--- config.mk ---
export PLATFORM = sky130hd
export DESIGN_NAME = bm_mem_arbiter
export DESIGN_NICKNAME = d
export VERILOG_FILES = /design/src/rtl/bm_pkg.sv /design/src/rtl/bm_rr_pick.sv /design/src/rtl/bm_mem_arbiter.sv
export SDC_FILE = /design/constraint.sdc
export NUM_CORES = 1
export LEC_CHECK = 0
export CELL_PAD_IN_SITES_DETAIL_PLACEMENT = 1
export CELL_PAD_IN_SITES_GLOBAL_PLACEMENT = 2
export CORE_ASPECT_RATIO = 0.7
export CORE_UTILIZATION = 14
export DETAILED_ROUTE_END_ITERATION = 8
export PLACE_DENSITY = 0.92
export SLEW_MARGIN = 30
export SYNTH_ARGS = -nofsm -noshare
export SYNTH_HDL_FRONTEND = slang
export SYNTH_SLANG_ARGS = --single-unit
--- constraint.sdc ---
create_clock -name clk -period 4.5 [get_ports clk]
set_clock_uncertainty 0.05 [all_clocks]
set_input_delay 0.675 -clock clk [delete_from_list [all_inputs] [get_ports clk]]
set_output_delay 0.675 -clock clk [all_outputs]
set_load 0.05 [all_outputs]
--- src/rtl/bm_pkg.sv ---
// bm_pkg: shared types, requester indices and helpers for the bin-manager RAM arbiter
package bm_pkg;

    typedef enum logic {ARB_IDLE, ARB_GRANT} arb_state_t;

    localparam int REQ_RDINFO = 0;
    localparam int REQ_LOAD   = 1;
    localparam int REQ_UPDATE = 2;
    localparam int REQ_BKT    = 3;

    function automatic int clog2(input int v);
        for (int r = 0; r < 32; r++)
            if ((1 << r) >= v) return r;
        return 32;
    endfunction

endpackage

--- src/rtl/bm_rr_pick.sv ---
// bm_rr_pick: combinational round-robin picker searching from last_owner+1 with wrap
module bm_rr_pick
    import bm_pkg::*;
#(
    parameter int N  = 4,
    parameter int IW = (N > 1) ? clog2(N) : 1
) (
    input  logic [N-1:0]  req,
    input  logic [N-1:0]  mask,
    input  logic [IW-1:0] last_owner,
    output logic [N-1:0]  onehot,
    output logic [IW-1:0] idx
);

    logic [N-1:0]  cand;
    logic [IW-1:0] j;
    logic          found;

    assign cand = req & mask;

    always_comb begin
        onehot = '0;
        idx = last_owner;
        found = 1'b0;
        j = '0;
        for (int i = 1; i <= N; i++) begin
            j = IW'((int'(last_owner) + i) % N);
            if (!found && cand[j]) begin
                found = 1'b1;
                idx = j;
                onehot[j] = 1'b1;
            end
        end
    end

endmodule

--- src/rtl/bm_mem_arbiter.sv ---
// bm_mem_arbiter: round-robin burst arbiter sharing the single-port bin storage RAM
module bm_mem_arbiter
    import bm_pkg::*;
#(
    parameter int NUM_REQ    = 4,
    parameter int WIDTH_ADDR = 12,
    parameter int WIDTH_DATA = 32,
    parameter int MEM_RD_LAT = 1,
    parameter int MAX_BURST  = 64
) (
    input  logic                          clk,
    input  logic                          rst,
    input  logic [NUM_REQ-1:0]            req_i,
    input  logic [NUM_REQ-1:0]            we_i,
    input  logic [NUM_REQ*WIDTH_ADDR-1:0] addr_i,
    input  logic [NUM_REQ*WIDTH_DATA-1:0] wdata_i,
    output logic [NUM_REQ-1:0]            gnt_o,
    output logic [NUM_REQ-1:0]            rvalid_o,
    output logic [WIDTH_DATA-1:0]         rdata_o,
    output logic                          mem_en_o,
    output logic                          mem_we_o,
    output logic [WIDTH_ADDR-1:0]         mem_addr_o,
    output logic [WIDTH_DATA-1:0]         mem_wdata_o,
    input  logic [WIDTH_DATA-1:0]         mem_rdata_i,
    output logic                          busy_o
);

    localparam int IW = (NUM_REQ > 1) ? clog2(NUM_REQ) : 1;
    localparam int BW = clog2(MAX_BURST + 1);

    arb_state_t state, state_n;
    logic [NUM_REQ-1:0] gnt_n, own_bit, mask, pick_oh;
    logic [IW-1:0] last_owner, last_owner_n, pick_idx;
    logic [BW-1:0] burst_cnt, burst_n;
    logic [MEM_RD_LAT-1:0] tag_v;
    logic [MEM_RD_LAT-1:0][IW-1:0] tag_o;
    logic accept, others, limit, hand_off, issue;

    // while granted, last_owner is the current owner
    assign own_bit = NUM_REQ'(1) << last_owner;
    assign accept = state == ARB_GRANT && req_i[last_owner];
    assign others = |(req_i & ~own_bit);
    assign limit = accept && burst_cnt == BW'(MAX_BURST - 1);
    assign mask = state == ARB_GRANT ? ~own_bit : '1;

    bm_rr_pick #(.N(NUM_REQ), .IW(IW)) u_pick (
        .req(req_i),
        .mask(mask),
        .last_owner(last_owner),
        .onehot(pick_oh),
        .idx(pick_idx)
    );

    always_ff @(posedge clk) begin
        if (rst) begin
            state <= ARB_IDLE;
            gnt_o <= '0;
            last_owner <= IW'(NUM_REQ - 1);
            burst_cnt <= '0;
            tag_v <= '0;
            tag_o <= '0;
        end else begin
            state <= state_n;
            gnt_o <= gnt_n;
            last_owner <= last_owner_n;
            burst_cnt <= burst_n;
            tag_v[0] <= accept && !we_i[last_owner];
            tag_o[0] <= last_owner;
            for (int i = 1; i < MEM_RD_LAT; i++) begin
                tag_v[i] <= tag_v[i-1];
                tag_o[i] <= tag_o[i-1];
            end
        end
    end

    // the access that reaches MAX_BURST is the last one when someone else waits
    always_comb begin
        hand_off = state == ARB_GRANT && (!req_i[last_owner] || (limit && others));
        issue = (state == ARB_IDLE || hand_off) && |pick_oh;
        state_n = issue ? ARB_GRANT : hand_off ? ARB_IDLE : state;
        gnt_n = issue ? pick_oh : hand_off ? '0 : gnt_o;
        last_owner_n = issue ? pick_idx : last_owner;
        burst_n = (issue || limit) ? '0 : burst_cnt + BW'(accept);
    end

    always_comb begin
        mem_en_o = accept;
        mem_we_o = accept && we_i[last_owner];
        mem_addr_o = accept ? addr_i[last_owner*WIDTH_ADDR +: WIDTH_ADDR] : '0;
        mem_wdata_o = accept ? wdata_i[last_owner*WIDTH_DATA +: WIDTH_DATA] : '0;
        rvalid_o = tag_v[MEM_RD_LAT-1] ? NUM_REQ'(1) << tag_o[MEM_RD_LAT-1] : '0;
        rdata_o = tag_v[MEM_RD_LAT-1] ? mem_rdata_i : '0;
        busy_o = state == ARB_GRANT || |tag_v;
    end

endmodule

-- Yosys cells after proc, flatten, opt, wreduce, memory -nomap -nowiden
Cells that the tools add are included.
- $mul: 1
- bitwise gates (word level): 7
- reductions and logical operators: 29
- mux-type cells: 40
- add/subtract/negate cells: 5
- shift-type cells: 4
- magnitude comparators: 9
- eq/ne operators: 1
- operators by type and width (cell ; count):
    128-bit by 8-bit indexed part select with 32-bit output ; 1
    32-bit 2-to-1 mux ; 2
    48-bit by 7-bit indexed part select with 12-bit output ; 1
    4-bit 2-to-1 mux ; 8
    2-bit by 3-bit < comparator with 1-bit output, second input constant ; 5
    1-bit 2-to-1 mux ; 15
    1-bit logical AND ; 14
    1-bit binary-select mux with 2-bit select ; 6
    12-bit 2-to-1 mux ; 1
    4-bit bitwise OR ; 3
    4-bit bitwise AND ; 2
    1-bit demux with 2-bit select ; 4
    2-bit by 1-bit greater-or-equal comparator with 1-bit output, second input constant ; 4
    2-bit 2-to-1 mux ; 4
    4-bit OR reduction ; 2
    1-bit by 2-bit left shift with 4-bit output, first input constant ; 2
    7-bit by 1-bit adder with 7-bit output ; 1
    7-bit by 6-bit equality test with 1-bit output, second input constant ; 1
    1-bit logical NOT ; 5
    2-bit by 1-bit adder with 2-bit output, second input constant ; 2
    2-bit adder, second input constant ; 2
    1-bit logical OR ; 4
    2-bit by 2-bit multiplier with 4-bit output, second input constant ; 1
    4-bit inverter ; 1
    5 further kinds ; 5
- output and inout bits: 87
- input port bits: 218
- register bits after elaboration: 17
- word-level logic and storage cells: 102

-- Logic depth before layout (Yosys ltp)
Gate-level depths: netlist of run 1.
- depth after elaboration: 20
- mapped depth: 12
- mapped depth without buffers: 10

-- Modules after synthesis
Synthesis of run 1 repeated with hierarchy kept, for this count alone.
- cells, all modules: 317
- area total of the unflattened synthesis: 3069.2 µm²
- by module, submodules not included (module ; cells each ; area each (µm²) ; seq. area each (µm²) ; instances):
    bm_mem_arbiter ; 254 ; 2576.2 ; 340.3 ; 1
    bm_rr_pick ; 63 ; 493.0 ; 0.0 ; 1

-- Worst setup path after synthesis of run 1
OpenSTA, ideal clock, no wires.
- path kind: register -> output
- start point: reg last_owner[0]
- end point: out mem_addr_o[10]
- stages on the path, launching flop included: 6
- arrival time: 2.456 ns
- path slack: 1.319 ns
- required time: 3.775 ns
- buffers on the path: 3
- cell sequence: dfxtp_1 > buf_4 > buf_1 > buf_1 > mux4_2 > and2_1
- cells in the longest elaborated chain, start to end: 4
- elaborated cells on any way between the ends: 6
- classes of those cells: mul: 1; shift: 1; mux: 3; reduce/logical: 1
- ends and longest elaborated chain (item ; RTL line ; source):
    start: declaration ; bm_mem_arbiter.sv:33 ; logic [IW-1:0] last_owner, last_owner_n, pick_idx;
    start signal: assignment ; bm_mem_arbiter.sv:58 ; last_owner <= IW'(NUM_REQ - 1);
    start signal: assignment ; bm_mem_arbiter.sv:65 ; last_owner <= last_owner_n;
    parallel branches: the longest is 3 deep, another holds 2-bit by 2-bit multiplier with 4-bit output ; n/a ;
    12-bit 2-to-1 mux (*) ; bm_mem_arbiter.sv:89 ; mem_addr_o = accept ? addr_i[last_owner*WIDTH_ADDR +: WIDTH_ADDR] : '0;
    end: declaration ; bm_mem_arbiter.sv:22 ; output logic [WIDTH_ADDR-1:0] mem_addr_o,
Mark *: on every way between the ends. The select of a mux whose other input is x is not followed.

-- Worst setup path after layout of run 1
- start point: reg last_owner[1]
- end point: reg last_owner[1]
- cells in the longest elaborated chain, start to end: 19
- elaborated cells on any way between the ends: 71
- classes of those cells: add/sub: 4; order compare: 8; shift: 1; mux: 30; bitwise: 6; reduce/logical: 22
- ends and longest elaborated chain (item):
    parallel branches: the longest is 19 deep, another holds 2-bit by 3-bit < comparator with 1-bit output
Parallel ways; which one is timed is not known. The select of a mux whose other input is x is not followed.
A chain may end at the register's enable or synchronous reset.

==> reports/metrics.yaml, run 1 <==
sta:
  clock.fmax_ghz: 0.252
  relSlewSlack: 0.446
  final-hold-violation-count: 0
  slew_violations: 0
  worstMarginPinSlew_ns: 0.830
  finalCritPeriodShare: 0.882
  tns_ns: 0
  rsz0062_at_grt: "false"
  setup_violations: 0
  finalWorstSetupSlack_ns: 0.530
  min_period_ns: 3.97
setup_path:
  crit_start: "last_owner[1]"
  crit_arrival_ns: 4.06
  r2r-start: "last_owner[1]"
  critical_path_peak_fanout: 20
  path_cells: "inv_1 -> ha_1 -> a21boi_1 -> mux2i_1 -> or3_1 -> a21oi_2 -> a221oi_1 -> and4_1 -> or4_1 -> a21o_1"
  slowest_stage: "dfxtp_2"
  r2r_cells: 10
  cp-start-kind: "register"
  reg2reg_slack_ns: 0.53
  worstSetupPathType: "reg -> reg"
  crit_required_ns: 4.59
  endpoint_kind: "register"
  slowest_delay_ns: 0.63
power_and_ir_drop:
  p_sw_w: 0.00135
  p_leak_nw: 2.50
  p_int_w: 0.00144
  p_sw_frac: 0.483
  p_seq_frac: 0.092
  clock_power_share: 0.064
  p_per_area_nw_per_um2: 421
  pwr-share-comb: 0.845
  peakVddDrop_mv: 0.188
detailed_routing:
  wl_um: 14000
  first_pass_iters: 4
  drtIter0Drc: 95
  drc: 0
  viasPerCell: 4.21
  wire_per_inst_um: 16.8
  num_vias: 3515
  ant_nets: 0
clock_tree:
  cts_buffers: 3
  ctsHoldBuffers: 0
  cts.sinks: 17
  cts.path.max_buffers: 2
  clkTransAtPathRegs_ns: 0.05
  cts_setup_buffers: 0
  htree_levels: 1
  cts_resized: 0
  worstSkewPairLatency_ns: 0.25
  cts-root-buf: "clkbuf_16"
  cts_tree: "built"
floorplanning:
  start_util: 0.145
  io_pins: 305
  die_area_um2: 20300
  rows: 42
  die_w_um: 170
  die_h_um: 120
  core_area_um2: 19100
synth:
  seq_area_frac_synth: 0.123
  synth_edf_count: 0
  ys_warn_count: 0
  synth_cell_types: 42
  syn-num-nets: 507
  yosysTopAreaCellShare: 0.374
  synth_cells: 279
  synth.area.top_cells: "mux4_2, and2_1, dfxtp_1, ha_1, mux2i_1"
  synth_top_cell_by_area: "mux4_2"
  synthesis.area_um2: 2770
  synth-main-ff-cell: "dfxtp_1"
  ys_seq_elements: 17
  syn_area_per_cell_um2: 9.92
  async_flop_share: 0
grt:
  overflow: 0
  grt_pass1_vias: 3941
  grt_pass1_wl_um: 21400
  grtUsageTotal: 0.134
  grt_max_degree: 48
  antenna_found_initial: 1
hold_path:
  min_from: "gnt_o[3]"
  hold_class: "reg -> reg"
  min_path_cells: 2
run_status:
  status: "finished clean"
finish:
  syn2layout_area_growth_pct: 139
  multi_input_area_um2: 2270
  regArea_um2: 345
  drive_gt1_frac: 0.195
  fill_cells: 2157
  diodes: 0
  final_nets: 799
  layout.cells.non_filler: 834
place:
  gp_congestion: 0.849
  portBuffers: 304
  post-place-cells: 830
  dp_slack_ns: 0.616
  place.detailed.hpwl_um: 12200
job:
  cap_violations: 0
-- critical path, delay by kind of cell, from the launching register on --
kind / cells / cell delay (ns)
AOI/OAI and AO/OA: 4 / 1.06
adders and majority gates: 1 / 0.32
buffers and inverters: 1 / 0.26
DFF: 1 / 0.63
muxes: 1 / 0.20
and+or+nand+nor: 3 / 1.34
-- final cells by class --
type | count | share of cell area
Timing Repair Buffer | 308 | 0.533
Tap cell | 264 | 0.0500
Inverter | 15 | 0.00927
Clock buffer | 4 | 0.0119
Multi-Input combinational cell | 226 | 0.344
Sequential cell | 17 | 0.0522
-- cell usage in the layout (no fill, tap or decap), drive strengths merged, types with 4 or more instances in the layout --
cell type	instances
a21boi	4
a21oi	8
a221oi	4
a22o	4
and2	77
buf	50
clkbuf	4
clkdlybuf4s50	258
dfxtp	17
ha	10
inv	15
mux2i	6
mux4	47
nand2	8
nand3	8
nor2	13
o21ai	6
-- cells in the mapped netlist (3+ instances only) --
cell type,n
a21boi_1,4
a21oi_1,6
a221oi_1,4
a22o_1,4
and2_1,77
buf_1,6
clkbuf_1,13
dfxtp_1,17
ha_1,10
inv_1,14
mux2_2,3
mux2i_1,6
mux4_2,46
nand2_1,8
nand3_1,8
nor2_1,13
o21ai_0,6
xor2_1,3
-- power by group through the flow --
stage	Combinational (W)	Clock (W)	Sequential, W
after floorplan	0.00137	0	0.000264
after global placement	0.00232	0	0.000256
after detailed placement	0.00237	0	0.000260
after CTS	0.00239	0.000180	0.000257
after global routing	0.00248	0.000189	0.000265
final	0.00235	0.000177	0.000256
-- registers in the layout, indices dropped and copies added, names as in the netlist --
signal and flops:
burst_cnt 7, gnt_o 4, state 1, tag_o 2, tag_v 1, last_owner 2
-- logic make-up (layout without fill, tap and decap cells) --
kind of cell             count (synthesis)  in the layout  share of synthesized area
AND/OR/NAND/NOR                        119            119                      0.250
multiplexers                            56             56                      0.418
AO/OA/AOI/OAI                           36             36                     0.0932
buffers and inverters                   36            327                     0.0547
flip-flops                              17             17                      0.123
adder cells (fa/ha/maj)                 10             10                     0.0452
XOR/XNOR                                 5              5                     0.0158
-- worst paths after layout --
check / endpoint
worst max-delay path: last_owner[1]
worst min register to register: gnt_o[3]
worst min-delay path: gnt_o[3]
worst max register to register: last_owner[1]
-- per-stage QoR --
stage	util	hold WS, ns	cell area [um2]	power (W)
6_report	0.346	0.409	6610	0.00278
5_1_grt	0.346	0.446	6610	0.00293
4_1_cts	0.346	0.413	6610	0.00282
3_5_place_dp	0.342	0.406	6530	0.00263
3_3_place_gp	0.342	0.403	6530	0.00257
2_1_floorplan	-	0.422	2770	0.00163
-- per-layer routing --
metal | global-route usage | share of wire | wire, um
met1 | 0.136 | 0.35 | 4920
met2 | 0.265 | 0.54 | 7520
met3 | 0.0495 | 0.11 | 1490
met4 | 0.0163 | 0.0080 | 112
met5 | 0 | 0 | 0
Power figures use the tool's default switching activity.
==> inputs of run 2 (changes only) <==
HOLD_SLACK_MARGIN = 0.12   (was unset)
==> results of run 2 <==
No change in the layout: final DEF, timing and power equal those of run 1.
